===== src/rtl/assoc_set_engine.sv =====
// One N-way set-associative cache set with its own miss engine: tag compare,
// byte-enable writes, LRU/FIFO/random replacement, write-back and word refill.
module assoc_set_engine #(
  parameter int TAG_WIDTH    = 22,
  parameter int OFFSET_WIDTH = 5,
  parameter int SET_SIZE     = 4,
  parameter int POLICY       = 0
) (
  input  logic        clk_i,
  input  logic        rst_i,
  input  logic        req_valid_i,
  output logic        req_ready_o,
  input  logic        req_write_i,
  input  logic [31:0] req_addr_i,
  input  logic [31:0] req_wdata_i,
  input  logic [3:0]  req_byte_en_i,
  output logic        resp_valid_o,
  output logic [31:0] resp_rdata_o,
  output logic        mem_req_valid_o,
  input  logic        mem_req_ready_i,
  output logic        mem_req_write_o,
  output logic [31:0] mem_addr_o,
  output logic [31:0] mem_wdata_o,
  input  logic        mem_rvalid_i,
  input  logic [31:0] mem_rdata_i
);

  localparam int WORDS = 1 << (OFFSET_WIDTH - 2);
  localparam int BW    = OFFSET_WIDTH - 2;
  localparam int SEL   = $clog2(SET_SIZE);

  typedef enum logic [2:0] {IDLE, LOOKUP, WB, RF_REQ, RF_WAIT} state_t;

  state_t               state_q;
  logic                 write_q;
  logic [31:2]          addr_q;
  logic [31:0]          wdata_q;
  logic [3:0]           be_q;
  logic [SEL-1:0]       victim_q;
  logic [BW-1:0]        beat_q;
  logic [SEL-1:0]       fifo_q;
  logic [15:0]          lfsr_q;
  logic [SET_SIZE-1:0]  valid_q;
  logic [SET_SIZE-1:0]  dirty_q;
  logic [TAG_WIDTH-1:0] tag_q  [SET_SIZE];
  logic [SEL-1:0]       age_q  [SET_SIZE];
  logic [31:0]          data_q [SET_SIZE][WORDS];

  logic [TAG_WIDTH-1:0] lookup_tag_s;
  logic [BW-1:0]        word_idx_s;
  logic                 hit_s;
  logic [SEL-1:0]       hit_way_s;
  logic [31:0]          hit_word_s;
  logic [31:0]          merged_s;
  logic [SEL-1:0]       victim_s;
  logic                 last_beat_s;
  logic                 addr_lsb_unused;

  assign lookup_tag_s    = addr_q[31:32-TAG_WIDTH];
  assign word_idx_s      = addr_q[OFFSET_WIDTH-1:2];
  assign last_beat_s     = (beat_q == BW'(WORDS - 1));
  assign addr_lsb_unused = ^req_addr_i[1:0];
  assign req_ready_o     = (state_q == IDLE);

  always_comb begin
    hit_s     = 1'b0;
    hit_way_s = '0;
    for (int i = 0; i < SET_SIZE; i++) begin
      if (!hit_s && valid_q[i] && (tag_q[i] == lookup_tag_s)) begin
        hit_s     = 1'b1;
        hit_way_s = SEL'(i);
      end
    end
    hit_word_s = data_q[hit_way_s][word_idx_s];
    for (int b = 0; b < 4; b++) begin
      merged_s[8*b +: 8] = be_q[b] ? wdata_q[8*b +: 8] : hit_word_s[8*b +: 8];
    end
  end

  // Invalid ways take precedence over the replacement policy.
  always_comb begin
    logic           found;
    logic [SEL-1:0] lru_way;
    logic [SEL-1:0] max_age;
    lru_way = '0;
    max_age = age_q[0];
    for (int i = 1; i < SET_SIZE; i++) begin
      if (age_q[i] > max_age) begin
        max_age = age_q[i];
        lru_way = SEL'(i);
      end
    end
    case (POLICY)
      0:       victim_s = lru_way;
      1:       victim_s = fifo_q;
      default: victim_s = lfsr_q[SEL-1:0];
    endcase
    found = 1'b0;
    for (int i = 0; i < SET_SIZE; i++) begin
      if (!found && !valid_q[i]) begin
        found    = 1'b1;
        victim_s = SEL'(i);
      end
    end
  end

  always_comb begin
    resp_valid_o = 1'b0;
    resp_rdata_o = 32'h0;
    if (state_q == LOOKUP && hit_s) begin
      resp_valid_o = 1'b1;
      resp_rdata_o = write_q ? merged_s : hit_word_s;
    end else begin
      resp_valid_o = 1'b0;
    end
  end

  always_comb begin
    mem_req_valid_o = 1'b0;
    mem_req_write_o = 1'b0;
    mem_addr_o      = 32'h0;
    mem_wdata_o     = 32'h0;
    case (state_q)
      WB: begin
        mem_req_valid_o = 1'b1;
        mem_req_write_o = 1'b1;
        mem_addr_o      = {tag_q[victim_q], addr_q[31-TAG_WIDTH:OFFSET_WIDTH], beat_q, 2'b00};
        mem_wdata_o     = data_q[victim_q][beat_q];
      end
      RF_REQ: begin
        mem_req_valid_o = 1'b1;
        mem_addr_o      = {addr_q[31:OFFSET_WIDTH], beat_q, 2'b00};
      end
      default: mem_req_valid_o = 1'b0;
    endcase
  end

  // Control FSM with tag, valid/dirty and replacement state.
  always_ff @(posedge clk_i or posedge rst_i) begin
    if (rst_i) begin
      state_q  <= IDLE;
      write_q  <= 1'b0;
      addr_q   <= '0;
      wdata_q  <= 32'h0;
      be_q     <= 4'h0;
      victim_q <= '0;
      beat_q   <= '0;
      fifo_q   <= '0;
      lfsr_q   <= 16'hACE1;
      valid_q  <= '0;
      dirty_q  <= '0;
      for (int i = 0; i < SET_SIZE; i++) begin
        tag_q[i] <= '0;
        age_q[i] <= SEL'(i);
      end
    end else begin
      lfsr_q <= {lfsr_q[14:0], lfsr_q[15] ^ lfsr_q[13] ^ lfsr_q[12] ^ lfsr_q[10]};
      case (state_q)
        IDLE: begin
          if (req_valid_i) begin
            write_q <= req_write_i;
            addr_q  <= req_addr_i[31:2];
            wdata_q <= req_wdata_i;
            be_q    <= req_byte_en_i;
            state_q <= LOOKUP;
          end
        end
        LOOKUP: begin
          if (hit_s) begin
            if (write_q && (be_q != 4'h0)) dirty_q[hit_way_s] <= 1'b1;
            if (POLICY == 0) begin
              for (int i = 0; i < SET_SIZE; i++) begin
                if (SEL'(i) == hit_way_s) age_q[i] <= '0;
                else if (age_q[i] < age_q[hit_way_s]) age_q[i] <= age_q[i] + SEL'(1);
              end
            end
            state_q <= IDLE;
          end else begin
            victim_q <= victim_s;
            beat_q   <= '0;
            state_q  <= (valid_q[victim_s] && dirty_q[victim_s]) ? WB : RF_REQ;
          end
        end
        WB: begin
          if (mem_req_ready_i) begin
            beat_q <= last_beat_s ? '0 : beat_q + BW'(1);
            if (last_beat_s) state_q <= RF_REQ;
          end
        end
        RF_REQ: begin
          if (mem_req_ready_i) state_q <= RF_WAIT;
        end
        RF_WAIT: begin
          if (mem_rvalid_i) begin
            if (last_beat_s) begin
              tag_q[victim_q]   <= lookup_tag_s;
              valid_q[victim_q] <= 1'b1;
              dirty_q[victim_q] <= 1'b0;
              fifo_q            <= fifo_q + SEL'(1);
              beat_q            <= '0;
              state_q           <= LOOKUP;
            end else begin
              beat_q  <= beat_q + BW'(1);
              state_q <= RF_REQ;
            end
          end
        end
        default: state_q <= IDLE;
      endcase
    end
  end

  // Line storage is deliberately left unreset.
  always_ff @(posedge clk_i) begin
    if (state_q == LOOKUP && hit_s && write_q) data_q[hit_way_s][word_idx_s] <= merged_s;
    if (state_q == RF_WAIT && mem_rvalid_i) data_q[victim_q][beat_q] <= mem_rdata_i;
  end

endmodule


===== config.mk =====
export PLATFORM = sky130hd
export DESIGN_NAME = assoc_set_engine
export DESIGN_NICKNAME = d
export VERILOG_FILES = /design/src/rtl/assoc_set_engine.sv
export SDC_FILE = /design/constraint.sdc
export NUM_CORES = 2
export LEC_CHECK = 0
export CAP_MARGIN = 20
export CORE_UTILIZATION = 45
export CTS_CLUSTER_SIZE = 8
export DETAILED_ROUTE_END_ITERATION = 10
export PLACE_DENSITY = 0.66
export SYNTH_ARGS = -nofsm -noshare
export SYNTH_HDL_FRONTEND = slang
export SYNTH_SLANG_ARGS = --single-unit

===== constraint.sdc =====
create_clock -name clk_i -period 7.65 [get_ports clk_i]
set_clock_uncertainty 0.15 [all_clocks]
set_input_delay 1.53 -clock clk_i [delete_from_list [all_inputs] [get_ports clk_i]]
set_output_delay 1.53 -clock clk_i [all_outputs]
set_load 0.01 [all_outputs]

==> results.yml <==
drt:
  drt-pass1-iter-count: 7
  wl_per_cell_microns: 33.6
  drtIter0Drc: 6263
  routed_via_density: 7.01
  vias: 42600
  ant_nets: 0
  route.detailed.drc: 0
  wl_microns: 204000
yosys:
  netlist_top_cells_area: "edfxtp_1, mux4_2, dfrtp_1, mux2_2, nor3_1"
  synth_compound_area_share_pct: 13.5
  ys_seq_elements: 1203
  synth-adder-area-share_pct: 0.303
  synth_area_sq_um: 57900
  synth_largest_area_cell: "edfxtp_1"
  synthXorXnorAreaFrac_pct: 1.33
  synth_top_family_by_area: "multiplexers"
  synth_top_cell_area_share_pct: 53.2
  avgSynthCellArea_sq_um: 13.9
  yosys_warnings: 0
  async_reset_ff_share_pct: 14.9
  ys_dominant_reg_cell: "edfxtp_1"
  synth_edf_count: 1024
  muxShareOfSynthArea_pct: 14.0
  synthSimpleGateAreaFrac_pct: 6.87
  ys_types: 69
  ys_seq_area_share_pct: 60.9
  netlist_instances: 4162
clock_network:
  root_buffer: "clkbuf_16"
  post-cts-setup-buffers: 0
  cts_max_level: 4
  cts_num_sinks: 1203
  clkTransAtPathRegs_ns: 0.06
  clk_latency_ns: 0.80
  cts_buffers: 169
  tritoncts: "built"
  clock_path_buffers: 3
die:
  core_area_sq_um: 128000
  fp.dieW_microns: 361
  rows: 131
  io_pins: 206
  die-area_sq_um: 130000
  die_h_microns: 361
  start_util_pct: 45.4
worst_setup_path:
  cp_cell_sequence: "xor2_1, nor4_1, and2_1, a211o_4, buf_4, nor3_1, o21ai_0, a21oi_1, nor3_1, nand4_1, a21oi_1, clkdlybuf4s50_1"
  cp.arrival_ns: 5.71
  critical_path.max_fanout: 49
  cp_top_family: "simple AND/OR/NAND/NOR gates"
  cp_slowest_cell: "a211o_4"
  cp_data_required_time_ns: 5.97
  critPathBufInv: 2
  worstSetupPathType: "flip-flop to output pin"
  start_kind: "flip-flop"
  slowest_delay_ns: 0.73
  cp-end-kind: "output pin"
power:
  ir_worst_vdd_mv: 0.269
  power_density_nw_per_um2: 337
  leakagePower_uw: 0.0224
timing:
  rsz0062_at_grt: "no"
  slew_headroom_pct: 12.6
  finalCriticalPeriod_ns: 7.39
  worstMarginPinSlew_ns: 1.30
  fin_crit_sh_pct: 96.5
  setup_viol: 0
  setup_tns_ns: 0
  finalHoldViolCount: 0
  finalMaxSlewViolations: 0
  whs_ns: 0.345
  max_clock_freq_mhz: 135
place:
  place_congestion: 0.885
  placed_area_sq_um: 62500
  hpwl_microns: 117000
  port_buffers: 201
layout:
  final_util_pct: 53.0
  final_nets: 4430
  fin_area_sq_um: 67600
  drive_gt1_share_pct: 20.4
  syn2layout_area_growth_pct: 16.9
min_path:
  hold_path_class: "flip-flop to flip-flop"
status:
  status: "finished, final reports clean"
grt:
  grt_use_total_pct: 30.9
  grt_max_degree: 159
  antenna_found_initial: 4
  grt_pass1_vias: 41800
  grt_pass1_wl_microns: 292000
  globalRoute.totalOverflow: 0
run:
  maxCapViolCount: 0
==> worst register-to-register path: stages, from the launching register on <==
cell	delay, ns
dfrtp_1	0.52
xor2_1	0.22
nor4_1	0.45
nand4_1	0.55
or2_4	0.50
buf_4	0.29
nand3_1	0.20
nand2_2	0.34
clkinv_1	0.30
nand2_1	0.21
nor2_1	0.15
a21oi_1	0.06
buf_4	0.21
nor2_4	0.94
buf_4	0.40
==> through the flow <==
step | std cells | total power [uW] | setup WS, ns
after CTS | 6054 | 22400 | 0.302
after global placement | 5776 | 15200 | 1.16
after detailed placement | 5784 | 15400 | 1.16
final | 6074 | 22800 | 0.264
after floorplan | 4163 | 12700 | 1.12
after global routing | 6071 | 23400 | 0.0797
==> placed cells by master (no fill, tap or decap), types with 89 or more instances in the layout <==
cell / instances
clkdlybuf4s50_1: 201
o22a_1: 92
edfxtp_1: 1024
mux2_2: 157
buf_4: 114
mux4_2: 279
dfrtp_1: 173
nor3_1: 326
a22oi_1: 117
o22ai_1: 107
clkbuf_16: 171
a21oi_1: 234
nand2_1: 98
o21ai_0: 142
a211o_1: 89
nor2_1: 254
==> registers in the layout (all words and copies together), names as in the netlist <==
register	flops
valid_q	4
age_q	8
state_q	3
be_q	4
data_q	1024
addr_q	30
tag_q	88
dirty_q	4
beat_q	3
victim_q	2
write_q	1
wdata_q	32
==> kinds of logic (layout without fill, tap and decap cells) <==
kind of cell             count (synthesis)  in the layout
flip-flops                            1203           1203
AO/OA/AOI/OAI                         1132           1132
AND/OR/NAND/NOR                        864            864
multiplexers                           442            442
buffers and inverters                  418            664
XOR/XNOR                                88             88
adder cells (fa/ha/maj)                 14             14
other                                    1              5
==> final cells by class <==
class / count / area, sq um
diodes: 3 / 7.51
clock buffers: 255 / 4600
clock inverters: 15 / 309
fillers: 10200 / 59900
inverters: 18 / 75.1
multi-input cells: 2542 / 21400
flip-flops and latches: 1203 / 35200
well taps: 1662 / 2080
repair buffers: 376 / 3970
==> metal layers <==
| metal | GRT usage (%) | part of all wire (%) | wire [microns] | up-vias |
|---|---|---|---|---|
| li1 | - | - | - | 17100 |
| met1 | 40.7 | 36 | 73900 | 21300 |
| met2 | 46.9 | 45 | 91900 | 3457 |
| met3 | 8.75 | 13 | 27500 | 647 |
| met4 | 15.0 | 5.2 | 10700 | 2 |
| met5 | 0 | 0.0074 | 15 | - |
==> cell usage after synthesis (14+ instances only) <==
cell,n
nand3_1,53
buf_1,48
ha_1,14
clkbuf_1,236
a211o_1,90
and2_1,14
nor2_1,289
a22oi_1,117
dfrtp_1,175
o221ai_1,70
buf_2,93
o22ai_1,107
a2111oi_0,29
a211oi_1,36
a21oi_1,262
xnor2_1,38
a221oi_1,32
edfxtp_1,1024
o21ai_0,142
a22o_1,61
o31ai_1,32
buf_4,18
mux2_2,157
nand4_1,20
a31oi_1,39
o22a_1,92
inv_1,16
nor3_1,331
mux4_2,279
xor2_1,50
nand2_1,105
==> report_power, final <==
part / switching, uW / total (uW) / leakage, uW / internal [uW]
logic: 4240 / 6240 / 0.00849 / 2000
registers: 401 / 9480 / 0.0115 / 9070
clock network: 2900 / 7060 / 0.00234 / 4160
==> worst paths after layout <==
check,from,endpoint,depth (start not counted),slack [ns]
worst max-delay path,addr_q[30],resp_rdata_o[1],12,0.26
worst min-delay path,addr_q[8],addr_q[8],1,0.34
worst max register to register,addr_q[10],data_q[3][125],14,1.86
worst min register to register,addr_q[8],addr_q[8],1,0.34
max in group asynchronous,rst_i,victim_q[0],3,5.13
min in group asynchronous,rst_i,wdata_q[23],2,0.93
==> what timing repair did <==
item,in CTS,in global routing
endpoints found under the setup margin,0,1
endpoints found under the hold margin,0,0
hold buffers,0,0
gates resized for setup,0,1
Power figures use the tool's default switching activity.
